### src/rtl/vga_console_pkg.sv
// Geometry, control codes and FSM encoding shared by the text console and its bench.
package vga_console_pkg;

   localparam int ConsCols     = 39;
   localparam int ConsRows     = 13;
   localparam int ConsLastCell = 506;

   localparam logic [15:0] ConsBlank = 16'h0020;

   localparam logic [6:0] ChLF = 7'h0A;
   localparam logic [6:0] ChCR = 7'h0D;
   localparam logic [6:0] ChBS = 7'h08;
   localparam logic [6:0] ChFF = 7'h0C;

   typedef enum logic [1:0] {
      ConsIdle    = 2'd0,
      ConsClrLine = 2'd1,
      ConsClrAll  = 2'd2
   } cons_state_t;

   // Fits in 9 bits for every legal row: 12*39 + 38 = 506.
   function automatic logic [8:0] row_base(input logic [3:0] row);
      return 9'(row) * 9'(ConsCols);
   endfunction

endpackage

### src/rtl/vga_console_if.sv
// CPU character stream into the console: valid/ready handshake with char and colour payload.
interface vga_console_if;
   logic       in_valid;
   logic [6:0] in_char;
   logic [8:0] in_color;
   logic       in_ready;

   modport master (output in_valid, output in_char, output in_color, input in_ready);
   modport slave  (input in_valid, input in_char, input in_color, output in_ready);
endinterface

### src/rtl/vga_console.sv
// Text console: cursor, control codes and line/screen clear sweeps into VGA char memory.
// Write port registered (one cycle after accept); in_ready low while a sweep runs or a clear is pending.
module vga_console
   import vga_console_pkg::*;
(
   input  logic                clk,
   input  logic                rst,
   vga_console_if.slave        cpu,
   input  logic                clear,
   output logic                we,
   output logic [8:0]          mem_addr,
   output logic [15:0]         mem_data,
   output logic [3:0]          cursor_row,
   output logic [5:0]          cursor_col,
   output logic                busy
);

   cons_state_t state, state_nxt;
   logic        clr_pend, clr_pend_nxt;
   logic [8:0]  cnt, cnt_nxt;
   logic [3:0]  row, row_nxt;
   logic [5:0]  col, col_nxt;
   logic        we_nxt;
   logic [8:0]  addr_nxt;
   logic [15:0] data_nxt;

   logic [6:0]  ch;
   logic        accept, is_print, is_lf, is_cr, is_bs, is_ff, wrap;
   logic [3:0]  adv_row, mul_row;
   logic [8:0]  base;

   assign cpu.in_ready = (state == ConsIdle) & ~clr_pend & ~clear;
   assign busy         = (state != ConsIdle) | clr_pend;
   assign cursor_row   = row;
   assign cursor_col   = col;

   assign ch       = cpu.in_char;
   assign accept   = cpu.in_valid & cpu.in_ready;
   assign is_print = accept & (ch >= 7'h20) & (ch <= 7'h7E);
   assign is_lf    = accept & (ch == ChLF);
   assign is_cr    = accept & (ch == ChCR);
   assign is_bs    = accept & (ch == ChBS) & (col != 6'd0);
   assign is_ff    = accept & (ch == ChFF);
   assign wrap     = is_print & (col == 6'(ConsCols - 1));

   assign adv_row = (row == 4'(ConsRows - 1)) ? 4'd0 : row + 4'd1;
   // LF never writes a character, so the one multiplier can serve the new row's first blank.
   assign mul_row = is_lf ? adv_row : row;
   assign base    = row_base(mul_row);

   always_ff @(posedge clk) begin
      if (!rst) state <= ConsIdle;
      else      state <= state_nxt;
   end

   always_comb begin
      state_nxt = state;
      case (state)
         ConsIdle: begin
            if (clr_pend)            state_nxt = ConsClrAll;
            else if (wrap || is_lf)  state_nxt = ConsClrLine;
         end
         ConsClrLine: if (cnt == 9'(ConsCols))         state_nxt = ConsIdle;
         ConsClrAll:  if (cnt == 9'(ConsLastCell + 1)) state_nxt = ConsIdle;
         default:     state_nxt = ConsIdle;
      endcase
   end

   // cnt holds the next cell to issue; sweeps entered from IDLE issue cell 0 immediately.
   always_comb begin
      we_nxt       = 1'b0;
      addr_nxt     = mem_addr;
      data_nxt     = mem_data;
      cnt_nxt      = cnt;
      row_nxt      = row;
      col_nxt      = col;
      clr_pend_nxt = clr_pend | clear;
      case (state)
         ConsIdle: begin
            if (clr_pend) begin
               we_nxt       = 1'b1;
               addr_nxt     = 9'd0;
               data_nxt     = ConsBlank;
               cnt_nxt      = 9'd1;
               clr_pend_nxt = clear;
            end else if (is_print) begin
               we_nxt   = 1'b1;
               addr_nxt = base + 9'(col);
               data_nxt = {cpu.in_color, ch};
               if (wrap) begin
                  col_nxt = 6'd0;
                  row_nxt = adv_row;
                  cnt_nxt = 9'd0;
               end else begin
                  col_nxt = col + 6'd1;
               end
            end else if (is_lf) begin
               we_nxt   = 1'b1;
               addr_nxt = base;
               data_nxt = ConsBlank;
               cnt_nxt  = 9'd1;
               col_nxt  = 6'd0;
               row_nxt  = adv_row;
            end else if (is_cr) begin
               col_nxt = 6'd0;
            end else if (is_bs) begin
               we_nxt   = 1'b1;
               addr_nxt = base + 9'(col) - 9'd1;
               data_nxt = ConsBlank;
               col_nxt  = col - 6'd1;
            end else if (is_ff) begin
               clr_pend_nxt = 1'b1;
            end
         end
         ConsClrLine: begin
            if (cnt == 9'(ConsCols)) begin
               cnt_nxt = 9'd0;
            end else begin
               we_nxt   = 1'b1;
               addr_nxt = base + cnt;
               data_nxt = ConsBlank;
               cnt_nxt  = cnt + 9'd1;
            end
         end
         ConsClrAll: begin
            if (cnt == 9'(ConsLastCell + 1)) begin
               cnt_nxt = 9'd0;
               row_nxt = 4'd0;
               col_nxt = 6'd0;
            end else begin
               we_nxt   = 1'b1;
               addr_nxt = cnt;
               data_nxt = ConsBlank;
               cnt_nxt  = cnt + 9'd1;
            end
         end
         default: ;
      endcase
   end

   always_ff @(posedge clk) begin
      if (!rst) begin
         clr_pend <= 1'b0;
         cnt      <= 9'd0;
         row      <= 4'd0;
         col      <= 6'd0;
         we       <= 1'b0;
         mem_addr <= 9'd0;
         mem_data <= 16'd0;
      end else begin
         clr_pend <= clr_pend_nxt;
         cnt      <= cnt_nxt;
         row      <= row_nxt;
         col      <= col_nxt;
         we       <= we_nxt;
         mem_addr <= addr_nxt;
         mem_data <= data_nxt;
      end
   end

endmodule

### src/flat_wrapper.sv
// flat-port wrapper written by rule: the top's interface ports become plain ports
module vga_console_flat import vga_console_pkg::*;
  (clk, rst, clear, we, mem_addr, mem_data, cursor_row, cursor_col, busy, cpu_in_valid, cpu_in_char, cpu_in_color, cpu_in_ready);
  vga_console_if cpu_i ();
  input  logic clk;
  input  logic rst;
  input  logic clear;
  output logic we;
  output logic [8:0] mem_addr;
  output logic [15:0] mem_data;
  output logic [3:0] cursor_row;
  output logic [5:0] cursor_col;
  output logic busy;
  input wire logic [$bits(cpu_i.in_valid)-1:0] cpu_in_valid;
  input wire logic [$bits(cpu_i.in_char)-1:0] cpu_in_char;
  input wire logic [$bits(cpu_i.in_color)-1:0] cpu_in_color;
  output wire logic [$bits(cpu_i.in_ready)-1:0] cpu_in_ready;
  assign cpu_i.in_valid = cpu_in_valid;
  assign cpu_i.in_char = cpu_in_char;
  assign cpu_i.in_color = cpu_in_color;
  assign cpu_in_ready = cpu_i.in_ready;
  vga_console u_core (.clk(clk), .rst(rst), .cpu(cpu_i), .clear(clear), .we(we), .mem_addr(mem_addr), .mem_data(mem_data), .cursor_row(cursor_row), .cursor_col(cursor_col), .busy(busy));
endmodule
### config.mk
export PLATFORM = sky130hd
export DESIGN_NAME = vga_console_flat
export DESIGN_NICKNAME = d
export VERILOG_FILES = /design/src/rtl/vga_console_pkg.sv /design/src/rtl/vga_console_if.sv /design/src/rtl/vga_console.sv /design/src/flat_wrapper.sv
export SDC_FILE = /design/constraint.sdc
export NUM_CORES = 1
export LEC_CHECK = 0
export BUFFER_PORTS_ARGS = -buffer_cell sky130_fd_sc_hd__buf_2
export CAP_MARGIN = 20
export CORE_UTILIZATION = 40
export CTS_CLUSTER_DIAMETER = 50
export DETAILED_ROUTE_END_ITERATION = 8
export HOLD_SLACK_MARGIN = 0.05
export PLACE_DENSITY = 0.61
export SETUP_SLACK_MARGIN = 0.05
export SLEW_MARGIN = 0
export SYNTH_ARGS = -nofsm -noshare
export SYNTH_HDL_FRONTEND = slang
export SYNTH_SLANG_ARGS = --single-unit
### constraint.sdc
create_clock -name clk -period 11.3 [get_ports clk]
set_clock_uncertainty 0.1 [all_clocks]
set_input_delay 1.695 -clock clk [delete_from_list [all_inputs] [get_ports clk]]
set_output_delay 1.695 -clock clk [all_outputs]
set_load 0.01 [all_outputs]
==> results.ini, run 1 <==
[sta]
max_slew_margin_pct=29.2
fin_setup_tns_ps=0
tightest_slew_ps=1060
timing.fmax_mhz=135
hold_viol=0
drv_slew=0
period_needed_ps=7380
fin_crit_sh_pct=65.4
rsz0062_at_grt=no
finalSetupViolCount=0

[clock_tree]
cts_setup_buffers=0
postCtsHoldBufs=0
root_buffer=clkbuf_8
cts_sinks=48
cts_tree=yes
cts_made_buffers=5
htreeDepth=2
cts_buffer_depth=2
path_clk_slew_ps=100
cts_resized=0
clock_latency_ps=320

[power_and_ir_drop]
leakage_nw=1.92
p_comb_share_pct=39.0
p_int_mw=0.341
power.density_mw_per_mm2=128
switchingPower_mw=0.213
clockPowerShare_pct=24.5
netSwitchingFraction_pct=38.5
total_power_mw=0.555
vdd_drop_max_mv=0.0692
p_seq_share_pct=36.6

[logic_synthesis]
ys_warn_count=0
synth_compound_area_share_pct=26.3
syn_inst=499
synth_top_family_by_area=compound AO/OA/AOI/OAI gates
yosysMostFrequentCell=a21oi_1
yosysTopAreaCell=dfxtp_1
synth_cell_types=61
synth-async-reset-ratio_pct=0
synth_fa_ha_area_share_pct=14.3
synth_area_mm2=0.00384
synthDominantCellAreaShare_pct=25.0
ys_ff_latch=48
avgSynthCellArea_um2=7.69
muxShareOfSynthArea_pct=0
syn-num-nets=561
synth_flop_cell=dfxtp_1
ys_seq_area_share_pct=25.0
ys_top_cells_by_count=a21oi_1, dfxtp_1, nor2_1
synth_edf_count=0
synth_area_leaders=dfxtp_1, ha_1, a21oi_1
synth_xor_area_share_pct=5.48
synthSimpleGateAreaFrac_pct=24.7

[critical_path]
slowest_stage=nor3_2
critPathMaxFanout=15
crit_chain=buf_2, or4b_4, nor3_2, o21ai_0, ha_1, ha_1, ha_1, fa_1, xor2_1, ha_1, o21a_1, a211oi_1, nor4_1, or4_1, a21boi_1, o211ai_2, a21oi_2
cp-startpoint=cpu_in_char[5]
path_common_cell=ha_1
r2r-end=u_core.mem_addr[8]$_SDFFE_PN0P_
rr_startpoint=u_core.state[1]$_SDFFE_PN0P_
end_kind=flop
slowest_delay_ps=770
r2r_cells=18
worstPathRequired_ps=11460
cp-start-kind=primary input
cp.arrival_ps=7550
path_class=primary input to flop
crit_path_end=u_core.mem_addr[8]$_SDFFE_PN0P_
rrSetupSlack_ps=5010

[global_route]
grt_start_max_net_pins=34
grt_pass1_vias=3557
grt_pass1_wl_um=18200
antenna_found_initial=0
grt_usage_pct=22.9
grt_overflow=0

[route]
route.detailed.drc=0
dr_wl_met3_um=545
initialDrtViolationCount=248
wl_um=11200
vias=3927
wl_met2_um=5320
vias_per_cell=5.81
highest_layer=met4
met1_length_um=5160
drtAntennaViolNets=0
firstDrtPassIters=5
wl_per_cell_um=16.6

[final_layout]
final_layout_size_suffix_gt1_share_pct=15.4
fin_nets=608
fill_cells=955
area_delta_synth_final_pct=13.4
register_area_um2=961
multi_input_area_mm2=0.00272
diodes=0

[floorplanning]
design.die.area_mm2=0.00999
ioPinCount=58
fp.dieW_um=99.9
die_height_um=99.9
rows=35
start_util_pct=41.3
core_area_mm2=0.00928

[place]
place_congestion=0.953
hpwl_um=8510
io_buffers=57

[status]
status=finished, final reports clean

[run]
cap_violations=0

[min_path]
hp-class=flop to flop

## metal layers
layer,up-vias,track usage (%)
met3,13,3.20
met5,-,0
met2,120,37.9
li1,1927,-
met1,1867,31.0
met4,0,6.33
## cell usage in the layout, fill, tap and decap left out, drive strengths merged, types with 6 or more instances in the layout
cell type	synthesis	layout
a31oi	8	8
ha	39	39
nand2b	7	7
nand3	26	26
nor2b	6	6
clkbuf	19	6
o221ai	8	8
o211ai	8	8
buf	1	60
xnor2	12	12
xor2	12	12
nor3	16	16
a21o	7	7
dfxtp	48	48
and3	6	6
a21oi	51	51
inv	22	22
o21ai	30	30
nand2	47	47
nand4	6	6
nor2	48	48
## kinds of logic after synthesis
kind of cell | count (synthesis)
DFF | 48
xor gates and xnor gates | 24
AOI/OAI and AO/OA | 153
and+or+nand+nor | 190
adders and majority gates | 42
buffers and inverters | 42
## state kept, by name, summed over array words and instances (netlist names)
name               count
u_core.we              1
u_core.mem_addr        9
u_core.cnt             9
u_core.state           2
u_core.mem_data       16
u_core.cursor_row      4
u_core.cursor_col      6
u_core.clr_pend        1
## critical path: cells and delay by family
kind	cells	cell delay, ps
adder cells (fa/ha/maj)	5	1670
AO/OA/AOI/OAI	6	1660
AND/OR/NAND/NOR	4	2050
XOR/XNOR	1	350
buffers and inverters	1	120
## layout make-up
class | count | share of cell area (%)
multi-input combinational | 409 | 62.4
sequential | 48 | 22.1
timing repair buffer | 60 | 7.07
tap | 129 | 3.71
clock buffer | 6 | 1.90
inverter | 22 | 1.90
clock inverter | 2 | 0.891
## power by group through the flow
stage / clock (mW) / sequential, mW / combinational [mW]
6_report: 0.136 / 0.203 / 0.216
3_5_place_dp: 0 / 0.206 / 0.212
4_1_cts: 0.139 / 0.202 / 0.213
5_1_grt: 0.145 / 0.205 / 0.241
3_3_place_gp: 0 / 0.206 / 0.210
2_1_floorplan: 0 / 0.206 / 0.149
## worst min path at each step
stage / start / to / slack, ps / depth (start not counted)
detailed placement: u_core.mem_data[14]$_SDFFE_PN0P_ / u_core.mem_data[14]$_SDFFE_PN0P_ / 340 / 2
global route: u_core.mem_data[2]$_SDFFE_PN0P_ / u_core.mem_data[2]$_SDFFE_PN0P_ / 370 / 2
finish: u_core.mem_data[14]$_SDFFE_PN0P_ / u_core.mem_data[14]$_SDFFE_PN0P_ / 360 / 2
CTS: u_core.mem_data[14]$_SDFFE_PN0P_ / u_core.mem_data[14]$_SDFFE_PN0P_ / 360 / 2
global placement: u_core.mem_data[14]$_SDFFE_PN0P_ / u_core.mem_data[14]$_SDFFE_PN0P_ / 340 / 2
floorplan: u_core.mem_data[0]$_SDFFE_PN0P_ / u_core.mem_data[0]$_SDFFE_PN0P_ / 380 / 2
## through the flow
step / instances / util [%] / instance area [µm²] / worst slack, ps / hold slack, ps
floorplan: 499 / - / 3840 / 4540 / 376
global placement: 668 / 45.6 / 4230 / 3840 / 336
finish: 676 / 46.9 / 4350 / 3920 / 355
CTS: 676 / 46.9 / 4350 / 4030 / 356
global route: 676 / 46.9 / 4350 / 3630 / 370
detailed placement: 668 / 45.6 / 4230 / 3680 / 344
Power figures use the tool's default switching activity.
==> inputs of run 2 (changes only) <==
--- a/config.mk
+++ b/config.mk
@@ -11,7 +11,7 @@
 export CTS_CLUSTER_DIAMETER = 50
 export DETAILED_ROUTE_END_ITERATION = 8
 export HOLD_SLACK_MARGIN = 0.05
-export PLACE_DENSITY = 0.61
+export PLACE_DENSITY = 0.64
 export SETUP_SLACK_MARGIN = 0.05
 export SLEW_MARGIN = 0
 export SYNTH_ARGS = -nofsm -noshare
==> constraint.sdc (replaced) <==
create_clock -name clk -period 6.7 [get_ports clk]
set_clock_uncertainty 0.1 [all_clocks]
set_input_delay 1.005 -clock clk [delete_from_list [all_inputs] [get_ports clk]]
set_output_delay 1.005 -clock clk [all_outputs]
set_load 0.01 [all_outputs]
==> results.ini, run 2 (synthesized netlist as in run 1, its figures left out) <==
[place]
io_buffers=57
hpwl_um=8500
placed_area_mm2=0.00428
place_ws_ps=132
dp.cells=674
place_congestion=0.904

[route]
firstDrtPassIters=5
vias_per_cell=5.70
wl_um=10900
initialDrtViolationCount=199
vias=3887
route.detailed.drc=0
dr_wl_met3_um=449
met1_length_um=5060
highest_layer=met4
wl_met2_um=5180
drtAntennaViolNets=0
wl_per_cell_um=15.9

[sta]
setup_slack_ps=490
timing.fmax_mhz=161
tightest_slew_ps=1000
fin_setup_tns_ps=0
finalSetupViolCount=0
period_needed_ps=6210
rsz0062_at_grt=no
max_slew_margin_pct=32.9
hold_viol=0
fin_crit_sh_pct=92.7
timing.hold.ws_ps=350
drv_slew=0

[clock_tree]
cts_made_buffers=5
cts_tree=yes
clock_latency_ps=310
cts_setup_buffers=0
postCtsHoldBufs=0
cts_resized=0
cts_sinks=48
cts_buffer_depth=2
root_buffer=clkbuf_8
htreeDepth=2
path_clk_slew_ps=100

[power_and_ir_drop]
p_comb_share_pct=40.3
netSwitchingFraction_pct=39.8
clockPowerShare_pct=21.4
p_int_mw=0.538
vdd_drop_max_mv=0.0965
total_power_mw=0.894
switchingPower_mw=0.356
power.density_mw_per_mm2=204
leakage_nw=1.93
p_seq_share_pct=38.3

[final_layout]
final_layout_size_suffix_gt1_share_pct=16.3
multi_input_area_mm2=0.00272
fin_nets=614
regMostFlops=u_core.mem_data
register_area_um2=961
fill_cells=965
diodes=0
area_delta_synth_final_pct=14.0
largest_reg_flops=16
reg.largest.list=u_core.mem_data: 16 flops, u_core.cnt: 9 flops, u_core.mem_addr: 9 flops
final_cell_mix=buf_2, a21oi_1, nor2_1, dfxtp_1, nand2_1
utilization_pct=47.1
design_area_mm2=0.00437
final_common_cell=buf_2
final_cells=682

[critical_path]
worstPathRequired_ps=6810
cp-startpoint=cpu_in_char[5]
rr_startpoint=u_core.state[0]$_SDFFE_PN0P_
end_kind=flop
r2r_cells=22
critPathMaxFanout=6
rrSetupSlack_ps=850
crit_path_end=u_core.mem_addr[8]$_SDFFE_PN0P_
path_class=primary input to flop
cp-start-kind=primary input
cp.arrival_ps=6320
r2r-end=u_core.mem_addr[8]$_SDFFE_PN0P_

[global_route]
grt_start_max_net_pins=34
grt_pass1_wl_um=18200
antenna_found_initial=0
grt_usage_pct=22.6
grt_overflow=0
grt_pass1_vias=3676

[floorplanning]
die_height_um=99.9
core_area_mm2=0.00928
rows=35
fp.dieW_um=99.9
design.die.area_mm2=0.00999
start_util_pct=41.3
ioPinCount=58

[status]
status=finished, final reports clean

[run]
cap_violations=0

[min_path]
hp-class=flop to flop

[run 2: cell count changes in the layout (fill, tap and decap cells not counted), sizes merged]
| cell | delta |
|---|---|
| clkinvlp | +2 |
| clkinv | -1 |
| buf | +6 |
| bufinv | -1 |
[run 2: routing by layer]
layer | up-vias | track usage [%]
met5 | - | 0
met4 | 0 | 6.45
met3 | 14 | 2.37
met2 | 97 | 37.7
met1 | 1842 | 30.8
li1 | 1934 | -
[run 2: worst min-delay path by stage]
stage / cells past startpoint / startpoint / end
3_3_place_gp: 2 / u_core.mem_data[8]$_SDFFE_PN0P_ / u_core.mem_data[8]$_SDFFE_PN0P_
5_1_grt: 2 / u_core.mem_data[0]$_SDFFE_PN0P_ / u_core.mem_data[0]$_SDFFE_PN0P_
4_1_cts: 2 / u_core.mem_data[8]$_SDFFE_PN0P_ / u_core.mem_data[8]$_SDFFE_PN0P_
3_5_place_dp: 2 / u_core.mem_data[8]$_SDFFE_PN0P_ / u_core.mem_data[8]$_SDFFE_PN0P_
2_1_floorplan: 2 / u_core.mem_data[0]$_SDFFE_PN0P_ / u_core.mem_data[0]$_SDFFE_PN0P_
6_report: 2 / u_core.mem_data[8]$_SDFFE_PN0P_ / u_core.mem_data[8]$_SDFFE_PN0P_
[run 2: power groups by stage]
| stage | registers, mW | clock network (mW) | logic [mW] |
|---|---|---|---|
| global route | 0.346 | 0.208 | 0.406 |
| finish | 0.342 | 0.191 | 0.360 |
| CTS | 0.342 | 0.196 | 0.358 |
| global placement | 0.348 | 0 | 0.351 |
| detailed placement | 0.348 | 0 | 0.356 |
| floorplan | 0.347 | 0 | 0.252 |
[run 2: final cells by class]
class / instances / share of cell area, %
well taps: 129 / 3.69
clock inverters: 2 / 0.343
multi-input cells: 409 / 62.1
repair buffers: 66 / 8.07
flip-flops and latches: 48 / 22.0
inverters: 22 / 1.89
clock buffers: 6 / 1.89
[run 2: worst max-delay path: stages]
cell	delay (ps)
buf_2	120
or4b_4	580
or3_1	450
o21ai_2	180
inv_1	60
ha_1	270
inv_1	50
ha_1	270
ha_1	330
ha_1	320
a21o_1	180
a21oi_1	160
xnor2_1	220
ha_1	340
o21a_1	140
a211oi_1	570
nor4_1	210
or4_1	460
and3b_1	200
o211ai_2	150
a21oi_2	60
